$ cat config.mk
export PLATFORM = sky130hd
export DESIGN_NAME = b_stage_arbiter_flat
export DESIGN_NICKNAME = d
export VERILOG_FILES = /design/src/rtl/b_stage_arbiter_if.sv /design/src/rtl/b_stage_arbiter.sv /design/src/flat_wrapper.sv
export SDC_FILE = /design/constraint.sdc
export NUM_CORES = 1
export LEC_CHECK = 0
export CAP_MARGIN = 30
export CORE_AREA = 2 2 90 92
export CTS_CLUSTER_SIZE = 12
export DETAILED_ROUTE_END_ITERATION = 7
export DIE_AREA = 0 0 92 94
export HOLD_SLACK_MARGIN = 0.1
export PLACE_DENSITY = 0.82
export REMOVE_ABC_BUFFERS = 1
export SKIP_CTS_REPAIR_TIMING = 1
export SLEW_MARGIN = 20
export SYNTH_ARGS = -nofsm -noshare
export SYNTH_HDL_FRONTEND = slang
export SYNTH_SLANG_ARGS = --single-unit
$ cat constraint.sdc
create_clock -name cp -period 1.4 [get_ports cp]
set_clock_uncertainty 0.1 [all_clocks]
set_input_delay 0.28 -clock cp [delete_from_list [all_inputs] [get_ports cp]]
set_output_delay 0.28 -clock cp [all_outputs]
set_load 0.05 [all_outputs]
$ cat src/rtl/b_stage_arbiter_if.sv
// rtl/b_stage_arbiter_if.sv - handshake bundle between two requesters, the arbiter and the branch stage
interface b_stage_arbiter_if #(
  parameter int PW = 38,
  parameter int CW = 8
);
  logic [PW-1:0] packet_in_a;
  logic          send_in_a;
  logic          ack_out_a;
  logic [PW-1:0] packet_in_b;
  logic          send_in_b;
  logic          ack_out_b;
  logic [PW-1:0] packet_out;
  logic          send_out;
  logic          ack_in;
  logic          grant_b;
  logic [CW-1:0] cnt_a;
  logic [CW-1:0] cnt_b;

  modport master (
    output packet_in_a, send_in_a, packet_in_b, send_in_b, ack_in,
    input  ack_out_a, ack_out_b, packet_out, send_out, grant_b, cnt_a, cnt_b
  );

  modport slave (
    input  packet_in_a, send_in_a, packet_in_b, send_in_b, ack_in,
    output ack_out_a, ack_out_b, packet_out, send_out, grant_b, cnt_a, cnt_b
  );
endinterface

$ cat src/rtl/b_stage_arbiter.sv
// rtl/b_stage_arbiter.sv - two-input four-phase merge arbiter with alternating priority and per-port counters
module b_stage_arbiter #(
  parameter int PW = 38,
  parameter int CW = 8
) (
  input logic              cp,
  input logic              mr_n,
  b_stage_arbiter_if.slave bus
);
  typedef enum logic [1:0] {IDLE, SEND, RELEASE} state_t;

  state_t        state_q, state_n;
  logic          pri_q, pri_n;
  logic [PW-1:0] pkt_q, pkt_n;
  logic          send_q, send_n;
  logic          ack_a_q, ack_a_n;
  logic          ack_b_q, ack_b_n;
  logic          gb_q, gb_n;
  logic [CW-1:0] cnt_a_q, cnt_a_n;
  logic [CW-1:0] cnt_b_q, cnt_b_n;

  logic elig_a, elig_b, pick_b;

  // A port that still holds its ack has not finished its own four-phase cycle.
  assign elig_a = bus.send_in_a & ~ack_a_q;
  assign elig_b = bus.send_in_b & ~ack_b_q;
  assign pick_b = elig_b & (~elig_a | pri_q);

  always_ff @(posedge cp or negedge mr_n) begin
    if (!mr_n) begin
      state_q <= IDLE;
      pri_q   <= 1'b0;
      pkt_q   <= '0;
      send_q  <= 1'b0;
      ack_a_q <= 1'b0;
      ack_b_q <= 1'b0;
      gb_q    <= 1'b0;
      cnt_a_q <= '0;
      cnt_b_q <= '0;
    end else begin
      state_q <= state_n;
      pri_q   <= pri_n;
      pkt_q   <= pkt_n;
      send_q  <= send_n;
      ack_a_q <= ack_a_n;
      ack_b_q <= ack_b_n;
      gb_q    <= gb_n;
      cnt_a_q <= cnt_a_n;
      cnt_b_q <= cnt_b_n;
    end
  end

  always_comb begin
    state_n = state_q;
    pri_n   = pri_q;
    pkt_n   = pkt_q;
    send_n  = send_q;
    ack_a_n = ack_a_q;
    ack_b_n = ack_b_q;
    gb_n    = gb_q;
    cnt_a_n = cnt_a_q;
    cnt_b_n = cnt_b_q;

    // Upstream acks follow their own requester regardless of downstream phase.
    if (!bus.send_in_a) ack_a_n = 1'b0;
    if (!bus.send_in_b) ack_b_n = 1'b0;

    case (state_q)
      IDLE: begin
        if (elig_a || elig_b) begin
          state_n = SEND;
          send_n  = 1'b1;
          gb_n    = pick_b;
          pkt_n   = pick_b ? bus.packet_in_b : bus.packet_in_a;
          if (pick_b) ack_b_n = 1'b1;
          else        ack_a_n = 1'b1;
        end
      end
      SEND: begin
        if (bus.ack_in) begin
          send_n  = 1'b0;
          state_n = RELEASE;
        end
      end
      RELEASE: begin
        if (!bus.ack_in) begin
          state_n = IDLE;
          pri_n   = ~gb_q;
          if (gb_q) cnt_b_n = cnt_b_q + CW'(1);
          else      cnt_a_n = cnt_a_q + CW'(1);
        end
      end
      default: state_n = IDLE;
    endcase
  end

  assign bus.ack_out_a  = ack_a_q;
  assign bus.ack_out_b  = ack_b_q;
  assign bus.packet_out = pkt_q;
  assign bus.send_out   = send_q;
  assign bus.grant_b    = gb_q;
  assign bus.cnt_a      = cnt_a_q;
  assign bus.cnt_b      = cnt_b_q;
endmodule

$ cat src/flat_wrapper.sv
// flat-port wrapper written by rule: the top's interface ports become plain ports
module b_stage_arbiter_flat 
#(
  parameter int PW = 38,
  parameter int CW = 8
)
  (cp, mr_n, bus_packet_in_a, bus_send_in_a, bus_packet_in_b, bus_send_in_b, bus_ack_in, bus_ack_out_a, bus_ack_out_b, bus_packet_out, bus_send_out, bus_grant_b, bus_cnt_a, bus_cnt_b);
  b_stage_arbiter_if #(.PW(PW), .CW(CW)) bus_i ();
  input logic cp;
  input logic mr_n;
  input wire logic [$bits(bus_i.packet_in_a)-1:0] bus_packet_in_a;
  input wire logic [$bits(bus_i.send_in_a)-1:0] bus_send_in_a;
  input wire logic [$bits(bus_i.packet_in_b)-1:0] bus_packet_in_b;
  input wire logic [$bits(bus_i.send_in_b)-1:0] bus_send_in_b;
  input wire logic [$bits(bus_i.ack_in)-1:0] bus_ack_in;
  output wire logic [$bits(bus_i.ack_out_a)-1:0] bus_ack_out_a;
  output wire logic [$bits(bus_i.ack_out_b)-1:0] bus_ack_out_b;
  output wire logic [$bits(bus_i.packet_out)-1:0] bus_packet_out;
  output wire logic [$bits(bus_i.send_out)-1:0] bus_send_out;
  output wire logic [$bits(bus_i.grant_b)-1:0] bus_grant_b;
  output wire logic [$bits(bus_i.cnt_a)-1:0] bus_cnt_a;
  output wire logic [$bits(bus_i.cnt_b)-1:0] bus_cnt_b;
  assign bus_i.packet_in_a = bus_packet_in_a;
  assign bus_i.send_in_a = bus_send_in_a;
  assign bus_i.packet_in_b = bus_packet_in_b;
  assign bus_i.send_in_b = bus_send_in_b;
  assign bus_i.ack_in = bus_ack_in;
  assign bus_ack_out_a = bus_i.ack_out_a;
  assign bus_ack_out_b = bus_i.ack_out_b;
  assign bus_packet_out = bus_i.packet_out;
  assign bus_send_out = bus_i.send_out;
  assign bus_grant_b = bus_i.grant_b;
  assign bus_cnt_a = bus_i.cnt_a;
  assign bus_cnt_b = bus_i.cnt_b;
  b_stage_arbiter #(.PW(PW), .CW(CW)) u_core (.cp(cp), .mr_n(mr_n), .bus(bus_i));
endmodule
==> metrics.cfg, run 1 <==
[floorplanning]
fp.dieW_um=92
die_h_um=94
core_region_area_um2=7607
dieArea_um2=8648
start_util_pct=35.54
fp-row-count=32
top_level_ports=139

[route]
vias=2686
drt_first_pass_iters=4
routed_wl_um=9865
starting_drt_drc_count=91
avgRoutedWirePerCell_um=19.81
detail-route-antenna-nets=0
avgViaCountPerCell=5.394
remaining_drc_errors=0

[synthesis]
synth_async_sr_flop_share_pct=100.0
ys_seq_elements=61
ys_top_cells_by_area=sky130_fd_sc_hd__dfrtp_1 56%, sky130_fd_sc_hd__a221o_1 14%, sky130_fd_sc_hd__and3_1 9.9%, sky130_fd_sc_hd__xnor2_1 3.9%, sky130_fd_sc_hd__buf_6 2.5%
synthDominantAreaCellType=sky130_fd_sc_hd__dfrtp_1
synth_cells=212
ys_types=27
yosys_most_used_dff=sky130_fd_sc_hd__dfrtp_1
post_synth.cell_area_avg_um2=12.75
post_synth_instance_area_um2=2704
synth_seq_area_share_pct=56.46
synth-warning-count=0
synth_edf_count=0
synth_top_cell_area_share_pct=56.46
ys_top_cells_by_count=61 x sky130_fd_sc_hd__dfrtp_1, 43 x sky130_fd_sc_hd__and3_1, 38 x sky130_fd_sc_hd__a221o_1, 12 x sky130_fd_sc_hd__xnor2_1, 8 x sky130_fd_sc_hd__nand4_1
synth.most_common_cell=sky130_fd_sc_hd__dfrtp_1

[critical_path]
timing.critical_path.from_type=flip-flop
path_cells=buf_6, nor4b_4, buf_6, buf_6, and3_1, a221o_1
cp_slowest_stage_delay_ns=0.41
timing.critical_path.max_delay_family=buffers and inverters
classification_of_the_worst_setup_path=reg2reg
crit_path_frequent_cell=sky130_fd_sc_hd__buf_6
timing.critical_path.fanout_max=9
required_time_of_the_critical_path_ns=1.58
cp_data_arrival_time_ns=1.86
path_buf_inv=3
critical-path-slowest-cell=sky130_fd_sc_hd__dfrtp_1
endpoint_kind=flip-flop

[sta]
fin_ws_ns=-0.2817
slew-limit-headroom_pct=78.03
timing_max_transition_violations_final=0
timing.final.crit_share_pct=120.1
setup_viol_count_final=58
timing.final.crit_period_ns=1.682
tightestPinTransition_ns=0.3296
fin_hold_ws_ns=0.2387
rsz_0062_raised_after_global_routing=true
finalSetupTns_ns=-9.743
clock.fmax_ghz=0.5946
final_hold_viol_count=0

[clock_tree]
cts_tree=built
cts_htree_levels=3
clk-insertion-delay-late_ns=0.35
root_buffer=sky130_fd_sc_hd__clkbuf_8
path_clk_slew_ns=0.07
numClockSinks=61
clockBufferDepth=2
cts-buffers-inserted=9

[grt]
first_global_vias=2638
grt_pass1_wl_um=13010
antenna_violations_before_repair=0
grt_start_max_net_pins=62
overflow=0
grt_usage_pct=19.47

[placement]
detailedPlacementHpwl_um=5803
port_buffers=138
gp_congestion=0.7491
detailedPlace.worstSlack_ns=-0.6416
placed_area_um2=4912

[cells_and_area]
nNetsFinal=474
post_route_design_area_um2=5524
diode_count=0
nFillCells=499
layout.area.seq_um2=1535
drive_gt1_share_pct=36.11
area_delta_synth_final_pct=104.3
multiInputGateArea_um2=1192

[min_path]
timing.hold.worst.class=in2reg

[pwr]
power_density_nw_per_um2=2456
power_mw=13.57
total_leakage_power_nw=2.550
largest_vdd_supply_drop_v=0.001420

[outcome]
run_status=complete, but fails checks
failed_checks=negative setup slack

[run]
drv_cap=0

==> final timing paths <==
path                       cells past startpoint                             from                                     to  slack, ns
min                                            3                    bus_send_in_a         u_core.bus.ack_out_a$_DFF_PN0_       0.24
max reg2reg                                    6   u_core.bus.ack_out_a$_DFF_PN0_  u_core.bus.packet_out[25]$_DFFE_PN0P_      -0.28
max                                            6   u_core.bus.ack_out_a$_DFF_PN0_  u_core.bus.packet_out[25]$_DFFE_PN0P_      -0.28
max in group asynchronous                      3                             mr_n          u_core.state_q[1]$_DFFE_PN0P_       0.55
min reg2reg                                    1  u_core.bus.cnt_a[7]$_DFFE_PN0P_        u_core.bus.cnt_a[7]$_DFFE_PN0P_       0.43
min in group asynchronous                      3                             mr_n        u_core.bus.cnt_b[5]$_DFFE_PN0P_       0.37
==> cell type report <==
class / count / share of cell area (%)
multi-input combinational: 135 / 21.59
tap: 102 / 2.310
inverter: 2 / 0.1359
timing repair buffer: 182 / 44.30
clock inverter: 7 / 1.631
clock buffer: 9 / 2.242
sequential: 61 / 27.79
==> power breakdown <==
group | leakage (nW) | internal, mW | total, mW | switching, mW
combinational | 1.68 | 4.37 | 8.43 | 4.06
clock | 0.105 | 0.992 | 1.72 | 0.728
sequential | 0.762 | 2.49 | 3.42 | 0.930
total | 2.55 | 7.85 | 13.6 | 5.72
==> tightest hold or removal path, delay by kind of cell <==
family	cells	cell delay [ns]
compound gates	1	0.12
buf+inv	2	0.25
==> state kept, by name, indices dropped and copies added (netlist names) <==
signal,cells
u_core.bus.cnt_a,8
u_core.pri_q,1
u_core.bus.ack_out_b,1
u_core.bus.cnt_b,8
u_core.bus.ack_out_a,1
u_core.state_q,2
u_core.bus.packet_out,38
u_core.bus.send_out,1
u_core.bus.grant_b,1
==> placed cells by master, fill, tap and decap left out, types with 3 or more instances in the layout <==
| cell type | count |
|---|---|
| sky130_fd_sc_hd__a221o_1 | 38 |
| sky130_fd_sc_hd__dfrtp_1 | 54 |
| sky130_fd_sc_hd__o311a_4 | 4 |
| sky130_fd_sc_hd__buf_6 | 14 |
| sky130_fd_sc_hd__dfrtp_2 | 7 |
| sky130_fd_sc_hd__clkbuf_16 | 3 |
| sky130_fd_sc_hd__clkbuf_8 | 9 |
| sky130_fd_sc_hd__nand4_1 | 8 |
| sky130_fd_sc_hd__clkinv_2 | 3 |
| sky130_fd_sc_hd__and3_4 | 3 |
| sky130_fd_sc_hd__xnor2_1 | 11 |
| sky130_fd_sc_hd__nand2_1 | 3 |
| sky130_fd_sc_hd__buf_12 | 62 |
| sky130_fd_sc_hd__clkdlybuf4s50_1 | 78 |
| sky130_fd_sc_hd__buf_4 | 22 |
| sky130_fd_sc_hd__and3_1 | 40 |
==> cells by family (layout without fill, tap and decap cells) <==
kind of cell	count (synthesis)	in the layout	share of synthesized area, %
AOI/OAI and AO/OA	47	50	16.66
xor gates and xnor gates	14	14	4.535
DFF	61	61	56.46
buffers and inverters	19	200	4.673
muxes	2	2	0.8329
and+or+nand+nor	67	67	15.92
adders and majority gates	2	2	0.9253
==> layer usage <==
layer / vias to the layer above / GRT usage [%] / wire, um
met3: 12 / 6.982 / 741
met5: - / 0 / 0
met2: 130 / 34.19 / 5205
met4: 0 / 6.716 / 156
met1: 1349 / 21.97 / 3761
li1: 1195 / - / -
==> through the flow <==
| stage | cells | util [%] |
|---|---|---|
| 2_1_floorplan | 195 | - |
| 3_3_place_gp | 458 | 64.57 |
| 3_5_place_dp | 458 | 64.57 |
| 4_1_cts | 474 | 67.38 |
| 5_1_grt | 498 | 72.62 |
| 6_report | 498 | 72.62 |
Power figures use the tool's default switching activity.
==> run 2, diff against run 1 <==
- CTS_CLUSTER_SIZE: 12 -> unset
==> results of run 2 <==
The final DEF is identical to that of run 1; final timing and power are the same.
==> patch 1: new RTL, config.mk and constraints of run 1 <==
`PW` is set to 38 in 3 places; all go to 76.
--- a/src/rtl/b_stage_arbiter_if.sv
+++ b/src/rtl/b_stage_arbiter_if.sv
@@ -2,3 +2,3 @@
 interface b_stage_arbiter_if #(
-  parameter int PW = 38,
+  parameter int PW = 76,
   parameter int CW = 8
--- a/src/rtl/b_stage_arbiter.sv
+++ b/src/rtl/b_stage_arbiter.sv
@@ -2,3 +2,3 @@
 module b_stage_arbiter #(
-  parameter int PW = 38,
+  parameter int PW = 76,
   parameter int CW = 8
--- a/src/flat_wrapper.sv
+++ b/src/flat_wrapper.sv
@@ -3,3 +3,3 @@
 #(
-  parameter int PW = 38,
+  parameter int PW = 76,
   parameter int CW = 8
Interface: changed (resized bus_packet_in_a, bus_packet_in_b and bus_packet_out); port bits go from 139 to 253. The function was not compared with the original's and may differ.
==> patch 1 against run 1 <==
  * The run now fails in detailed placement
  * Synthesized cell count grew 65%
  * Area after synthesis grew 60%
==> patch 1: results (changes against run 1) <==
| Metric | Value |
|---|---|
| Synth Area in Adders | `0.577% (-0.35 points)` |
| Top post-synthesis cells by count | `99 x dfrtp_1, 78 x and3_1, 76 x a221o_1` |
| FFs w/ async S/R, synth | `100% (unchanged)` |
| Post-synthesis compound-gate area fraction | `18.9% (+2.2 points)` |
| XOR/XNOR Fraction of Synth Area | `2.83% (-1.7 points)` |
| Port bufs | `252 (+83%)` |
| Seq cells post-synth | `99 (+62%)` |
| Top_reg_cell synth | `dfrtp_1` |
| Post-synthesis sequential area ratio | `57.1% (+0.64 points)` |
| Halt Stage | `detailed placement` |
| Placer Congestion | `0.886 (+18%)` |
| Top post-synthesis cells by area | `dfrtp_1 57%, a221o_1 18%, and3_1 11%` |
| Tool error | `[ERROR DPL-0038] Utilization greater than 100%, impossible to legalize` |
| Synth Warn # | `0 (unchanged)` |
| Post-synthesis mux area share | `0.260% (-0.57 points)` |
| Netlist cell types | `31 (+15%)` |
| Status | `did not finish` |
==> patch 1: per-stage QoR <==
stage	TNS, ps	instances	hold slack (ps)	cell area [um^2]
after floorplan	-208140	315	-116	4170
after global placement	-56890	699	99.8	8090
==> patch 1: logic make-up after synthesis <==
logic type	count (synthesis)
and+or+nand+nor	111
DFF	99
AOI/OAI and AO/OA	85
buffers and inverters	38
xor gates and xnor gates	14
adders and majority gates	2
muxes	1
